## config.mk

```make
export PLATFORM = sky130hd
export DESIGN_NAME = multi_alarm_clock
export DESIGN_NICKNAME = d
export VERILOG_FILES = /design/src/rtl/multi_alarm_clock.sv
export SDC_FILE = /design/constraint.sdc
export NUM_CORES = 1
export LEC_CHECK = 0
export CAP_MARGIN = 20
export CORE_UTILIZATION = 35
export DETAILED_ROUTE_END_ITERATION = 10
export PLACE_DENSITY = 0.5
export SLEW_MARGIN = 10
export SYNTH_ARGS = -nofsm -noshare
export SYNTH_HDL_FRONTEND = slang
export SYNTH_SLANG_ARGS = --single-unit
```

## constraint.sdc

```tcl
create_clock -name clk -period 4.5 [get_ports clk]
set_input_delay 0.675 -clock clk [delete_from_list [all_inputs] [get_ports clk]]
set_output_delay 0.675 -clock clk [all_outputs]
set_load 0.03 [all_outputs]
```

## src/rtl/multi_alarm_clock.sv

```systemverilog
// 24-hour time-of-day counter with NUM_ALARMS programmable alarm slots, snooze,
// ring auto-timeout and a 12-hour display view.
module multi_alarm_clock #(
    parameter int TICKS_PER_SEC = 50000000,
    parameter int NUM_ALARMS    = 4,
    parameter int IDX_W         = 2,
    parameter int SNOOZE_MIN    = 5,
    parameter int RING_SECONDS  = 60
) (
    input  logic                  clk,
    input  logic                  rst_n,
    input  logic                  set_time,
    input  logic [4:0]            hr_in,
    input  logic [5:0]            min_in,
    input  logic [5:0]            sec_in,
    input  logic                  set_alarm,
    input  logic [IDX_W-1:0]      alarm_idx,
    input  logic [4:0]            alarm_hr_in,
    input  logic [5:0]            alarm_min_in,
    input  logic                  alarm_en_in,
    input  logic                  alarm_clear,
    input  logic                  snooze,
    input  logic                  mode_12h,
    output logic [4:0]            hr,
    output logic [5:0]            min,
    output logic [5:0]            sec,
    output logic [4:0]            hr_disp,
    output logic                  pm,
    output logic                  tick_1hz,
    output logic                  alarm_active,
    output logic [NUM_ALARMS-1:0] alarm_src
);
    localparam int PW = (TICKS_PER_SEC > 1) ? $clog2(TICKS_PER_SEC) : 1;

    typedef enum logic [1:0] {IDLE, RINGING, SNOOZED} state_t;

    logic [PW-1:0]         presc_q, presc_d;
    logic [4:0]            hr_q, hr_d, adv_hr;
    logic [5:0]            min_q, min_d, adv_min;
    logic [5:0]            sec_q, sec_d, adv_sec;
    state_t                state_q, state_d;
    logic [NUM_ALARMS-1:0] src_q, src_d, match_vec;
    logic [7:0]            cnt_q, cnt_d;
    logic [4:0]            thr_q, thr_d, snz_hr;
    logic [5:0]            tmin_q, tmin_d, snz_min;
    logic [6:0]            snz_sum;
    logic                  tick, set_ok, tick_adv, alarm_wr_ok, snz_hit;
    logic [4:0]            hr12;

    assign tick        = (presc_q == PW'(TICKS_PER_SEC - 1));
    assign set_ok      = set_time && (hr_in <= 5'd23) && (min_in <= 6'd59) && (sec_in <= 6'd59);
    assign tick_adv    = tick && !set_ok;
    assign alarm_wr_ok = set_alarm && (int'(alarm_idx) < NUM_ALARMS) &&
                         (alarm_hr_in <= 5'd23) && (alarm_min_in <= 6'd59);

    // Time one second ahead of the current value, with full carry chain.
    always_comb begin
        adv_sec = sec_q + 6'd1;
        adv_min = min_q;
        adv_hr  = hr_q;
        if (sec_q == 6'd59) begin
            adv_sec = '0;
            if (min_q == 6'd59) begin
                adv_min = '0;
                adv_hr  = (hr_q == 5'd23) ? 5'd0 : hr_q + 5'd1;
            end else begin
                adv_min = min_q + 6'd1;
            end
        end
    end

    always_comb begin
        presc_d = tick ? '0 : presc_q + 1'b1;
        hr_d    = tick ? adv_hr  : hr_q;
        min_d   = tick ? adv_min : min_q;
        sec_d   = tick ? adv_sec : sec_q;
        if (set_ok) begin
            presc_d = '0;
            hr_d    = hr_in;
            min_d   = min_in;
            sec_d   = sec_in;
        end
    end

    always_ff @(posedge clk or negedge rst_n) begin
        if (!rst_n) begin
            presc_q <= '0;
            hr_q    <= '0;
            min_q   <= '0;
            sec_q   <= '0;
        end else begin
            presc_q <= presc_d;
            hr_q    <= hr_d;
            min_q   <= min_d;
            sec_q   <= sec_d;
        end
    end

    // Matches only fire on a tick-driven advance onto HH:MM:00; loads never match.
    for (genvar gi = 0; gi < NUM_ALARMS; gi++) begin : g_slot
        logic [4:0] slot_hr_q;
        logic [5:0] slot_min_q;
        logic       slot_en_q;

        always_ff @(posedge clk or negedge rst_n) begin
            if (!rst_n) begin
                slot_hr_q  <= '0;
                slot_min_q <= '0;
                slot_en_q  <= 1'b0;
            end else if (alarm_wr_ok && (alarm_idx == IDX_W'(gi))) begin
                slot_hr_q  <= alarm_hr_in;
                slot_min_q <= alarm_min_in;
                slot_en_q  <= alarm_en_in;
            end
        end

        assign match_vec[gi] = tick_adv && (adv_sec == 6'd0) && slot_en_q &&
                               (slot_hr_q == adv_hr) && (slot_min_q == adv_min);
    end

    assign snz_sum = {1'b0, min_q} + 7'(SNOOZE_MIN);
    always_comb begin
        snz_min = snz_sum[5:0];
        snz_hr  = hr_q;
        if (snz_sum >= 7'd60) begin
            snz_min = 6'(snz_sum - 7'd60);
            snz_hr  = (hr_q == 5'd23) ? 5'd0 : hr_q + 5'd1;
        end
    end

    assign snz_hit = tick_adv && (adv_sec == 6'd0) && (adv_hr == thr_q) && (adv_min == tmin_q);

    always_comb begin
        state_d = state_q;
        src_d   = src_q;
        cnt_d   = cnt_q;
        thr_d   = thr_q;
        tmin_d  = tmin_q;
        case (state_q)
            IDLE: begin
                if (|match_vec) begin
                    state_d = RINGING;
                    src_d   = match_vec;
                    cnt_d   = '0;
                end
            end
            RINGING: begin
                if (alarm_clear) begin
                    state_d = IDLE;
                    src_d   = '0;
                end else if (snooze) begin
                    state_d = SNOOZED;
                    thr_d   = snz_hr;
                    tmin_d  = snz_min;
                end else if (|match_vec) begin
                    src_d = src_q | match_vec;
                    cnt_d = '0;
                end else if (tick_adv) begin
                    if (cnt_q == 8'(RING_SECONDS - 1)) begin
                        state_d = IDLE;
                        src_d   = '0;
                        cnt_d   = '0;
                    end else begin
                        cnt_d = cnt_q + 8'd1;
                    end
                end
            end
            SNOOZED: begin
                if (alarm_clear) begin
                    state_d = IDLE;
                    src_d   = '0;
                end else if (snz_hit || (|match_vec)) begin
                    state_d = RINGING;
                    src_d   = src_q | match_vec;
                    cnt_d   = '0;
                end
            end
            default: state_d = IDLE;
        endcase
    end

    always_ff @(posedge clk or negedge rst_n) begin
        if (!rst_n) begin
            state_q <= IDLE;
            src_q   <= '0;
            cnt_q   <= '0;
            thr_q   <= '0;
            tmin_q  <= '0;
        end else begin
            state_q <= state_d;
            src_q   <= src_d;
            cnt_q   <= cnt_d;
            thr_q   <= thr_d;
            tmin_q  <= tmin_d;
        end
    end

    always_comb begin
        hr12 = hr_q;
        if (hr_q == 5'd0)
            hr12 = 5'd12;
        else if (hr_q > 5'd12)
            hr12 = hr_q - 5'd12;
    end

    assign hr           = hr_q;
    assign min          = min_q;
    assign sec          = sec_q;
    assign hr_disp      = mode_12h ? hr12 : hr_q;
    assign pm           = (hr_q >= 5'd12);
    assign tick_1hz     = tick;
    assign alarm_active = (state_q == RINGING);
    assign alarm_src    = src_q;
endmodule
```

==> summary.txt <==
Status
  • Outcome: finished clean

Logic synthesis
  • Post-synth top area share: 40.3%
  • Largest cells by area after synthesis: dfrtp_1 (40%), mux2_2 (8.0%), xnor2_1 (5.1%)
  • Synth area leader: dfrtp_1
  • Warnings, synthesis: 0
  • Synth Flop Type: dfrtp_1
  • Synth unique cells: 67
  • Mapped Area: 7200 sq um
  • Syn nets: 829
  • Post-Synthesis Cells: 775
  • Async S/R FF share, synth: 100%
  • Mean Syn Cell Area: 9.29 sq um
  • Number of synthesized flops with an enable pin: 0
  • Synth Register Bits: 116
  • Seq/Total Area, Yosys: 40.3%

CTS
  • CTS Root Cell: clkbuf_16
  • Clock sink count: 116
  • Reg clk slew, reported paths: 0.06 ns
  • Clk buf depth: 2
  • CTS tree: built
  • Clock buffer count from CTS: 17
  • Worst-Skew Late Latency: 0.42 ns
  • Htree depth: 4

Global route
  • Global Route Usage Sum: 21.6%
  • First-pass GRT wire length: 35200 um
  • Grt ovf: 0
  • Vias in the first global route: 6226
  • Initial antenna violation count: 0
  • Pin count of the biggest net entering global routing: 65

Timing
  • RSZ-0062 raised after global routing: no
  • Hold WS: 0.354 ns
  • Max Freq: 240 MHz
  • Post-route minimum period: 4.17 ns
  • Rel. slew slack: 43.7%
  • Fin Clk Skew: 0.00861 ns
  • Post-Route Setup TNS: 0 ns
  • Worst setup margin: 0.326 ns
  • Endpoints failing setup: 0
  • Least-Margin Pin Slew: 0.838 ns
  • Final Hold Viols: 0
  • Final period utilization: 92.8%
  • Slew Viols, Final: 0

Placed design
  • Port bufs: 66
  • RePlAce Congestion: 0.949
  • Placed insts: 1109
  • Pre-CTS setup slack: 0.268 ns
  • Post-DP HPWL: 16500 um

Final layout
  • Layout area overhead: 23.9%
  • Share of cells above drive strength 1: 15.9%
  • Finished Layout Cells: 1143
  • Fillcell total: 1924
  • Number of antenna repair diodes: 0
  • Commonest non-fill, non-tap cells in the layout: dfrtp_1 (116), nand2_1 (77), nor2_1 (72)
  • Leading cell type in the layout, fill and taps excluded: dfrtp_1
  • Layout net count: 914

Setup path
  • CP arrival: 4.52 ns
  • Worst reg2reg startpoint: sec[4]
  • Start point of the critical path: sec[4]
  • CP Max Fanout: 11
  • Cell depth of the worst flop-to-flop path: 10
  • Critical setup path kind: reg2reg
  • CP Launch Type: flip-flop
  • CP endpoint kind: flip-flop
  • CP required: 4.85 ns

Drt
  • Residual DRC count: 0
  • Vias per cell: 5.52
  • Final wirelength: 22100 um
  • TritonRoute pass-1 iters: 5
  • Drt wl/cell: 19.3 um
  • Final ANT Viol Nets: 0
  • 1st-iter DRT viols: 397
  • Vias: 6313

Pwr
  • VDD IR-drop max: 242 uV
  • Static leakage power: 3.65 nW
  • Pwr dens: 409 nW/um^2
  • Total Power: 3.65 mW

Floorplan
  • Die height: 145 um
  • Cell row count: 52
  • Initial Util: 35.6%
  • DIE AREA: 21200 sq um
  • I/O pin cnt: 67
  • Core area: 20200 sq um
  • Chip width: 145 um

Worst hold path
  • Hold Path Class: in2async

Flow run
  • Max-cap violation count: 0
final timing paths:
kind	endpoint	slack, ns
worst min register to register	cnt_q[0]	0.52
worst min-delay path	presc_q[19]	0.35
worst max register to register	cnt_q[5]	0.33
min in group clk	cnt_q[0]	0.52
worst max-delay path	cnt_q[5]	0.33
max in group asynchronous	hr[0]	3.17
per-stage QoR:
step	utilization, %	area [sq um]
2_1_floorplan	-	7200
3_3_place_gp	41.0	8300
3_5_place_dp	41.0	8300
4_1_cts	44.0	8900
5_1_grt	44.1	8920
6_report	44.1	8920
power by group:
part / switching (mW) / total, mW / internal, mW
combinational: 0.500 / 0.912 / 0.413
sequential: 0.157 / 1.33 / 1.17
clock: 0.532 / 1.41 / 0.878
total: 1.19 / 3.65 / 2.46
layout make-up:
cell class | instances | area (sq um) | share of cell area [%]
Sequential cell | 116 | 2900 | 32.5
Tap cell | 270 | 338 | 3.79
Clock buffer | 18 | 429 | 4.81
Inverter | 23 | 86.3 | 0.968
Clock inverter | 14 | 178 | 1.99
Timing Repair Buffer | 103 | 936 | 10.5
Multi-Input combinational cell | 599 | 4050 | 45.4
flip-flops by register name, summed over array words and instances (netlist names), 4 cells and up:
register	count
g_slot.slot_min_q	24
tmin_q	6
g_slot.slot_en_q	4
cnt_q	8
g_slot.slot_hr_q	20
presc_q	26
hr	5
thr_q	5
sec	6
alarm_src	4
min	6
routing by layer:
layer,routed length [um],GRT usage [%],up-vias
li1,-,-,2973
met1,10700,31.1,3135
met2,9920,33.1,179
met3,1030,3.48,26
met4,388,7.26,0
met5,0,0,-
worst max-delay path, cell delays in order (launching register included):
cell	delay (ns)
dfrtp_1	0.58
nand3_4	0.19
nor4_4	0.74
a21oi_1	0.24
or3_1	0.34
a2111oi_0	0.49
nand4_1	0.25
and4_1	0.34
a211o_1	0.33
or3_4	0.41
o211ai_2	0.17
synthesized netlist by cell type (4+ instances only):
library cell	count
dfrtp_1	116
nand2_1	77
nor2_1	72
mux2_2	51
o21ai_0	50
xnor2_1	42
a21oi_1	33
nand3_1	31
xor2_1	30
inv_1	20
clkbuf_1	19
nand4_1	18
and3_1	17
nor3_1	17
ha_1	16
buf_2	13
mux2i_1	8
nor4_1	8
or3_1	8
a221o_1	7
nor2b_1	7
o31ai_1	7
a2111oi_0	6
nand2b_1	6
o2bb2ai_1	6
or4_1	6
o22ai_1	5
a211oi_1	4
a31oi_1	4
buf_4	4
o221ai_1	4
what timing repair did:
item,CTS,global route
setup buffers,0,2
setup endpoints to repair,0,11
hold buffers,0,0
gates resized for setup,0,1
logic make-up (layout without fill, tap and decap cells):
group | count (synthesis) | in the layout | synth area share [%]
xor+xnor | 72 | 72 | 8.76
mux | 61 | 61 | 9.47
flops | 116 | 116 | 40.3
buf+inv | 60 | 158 | 3.56
simple gates | 289 | 289 | 20.2
fa+ha+maj | 16 | 16 | 2.78
compound gates | 161 | 161 | 14.9
Note: power is estimated with default switching activity, not from simulation.
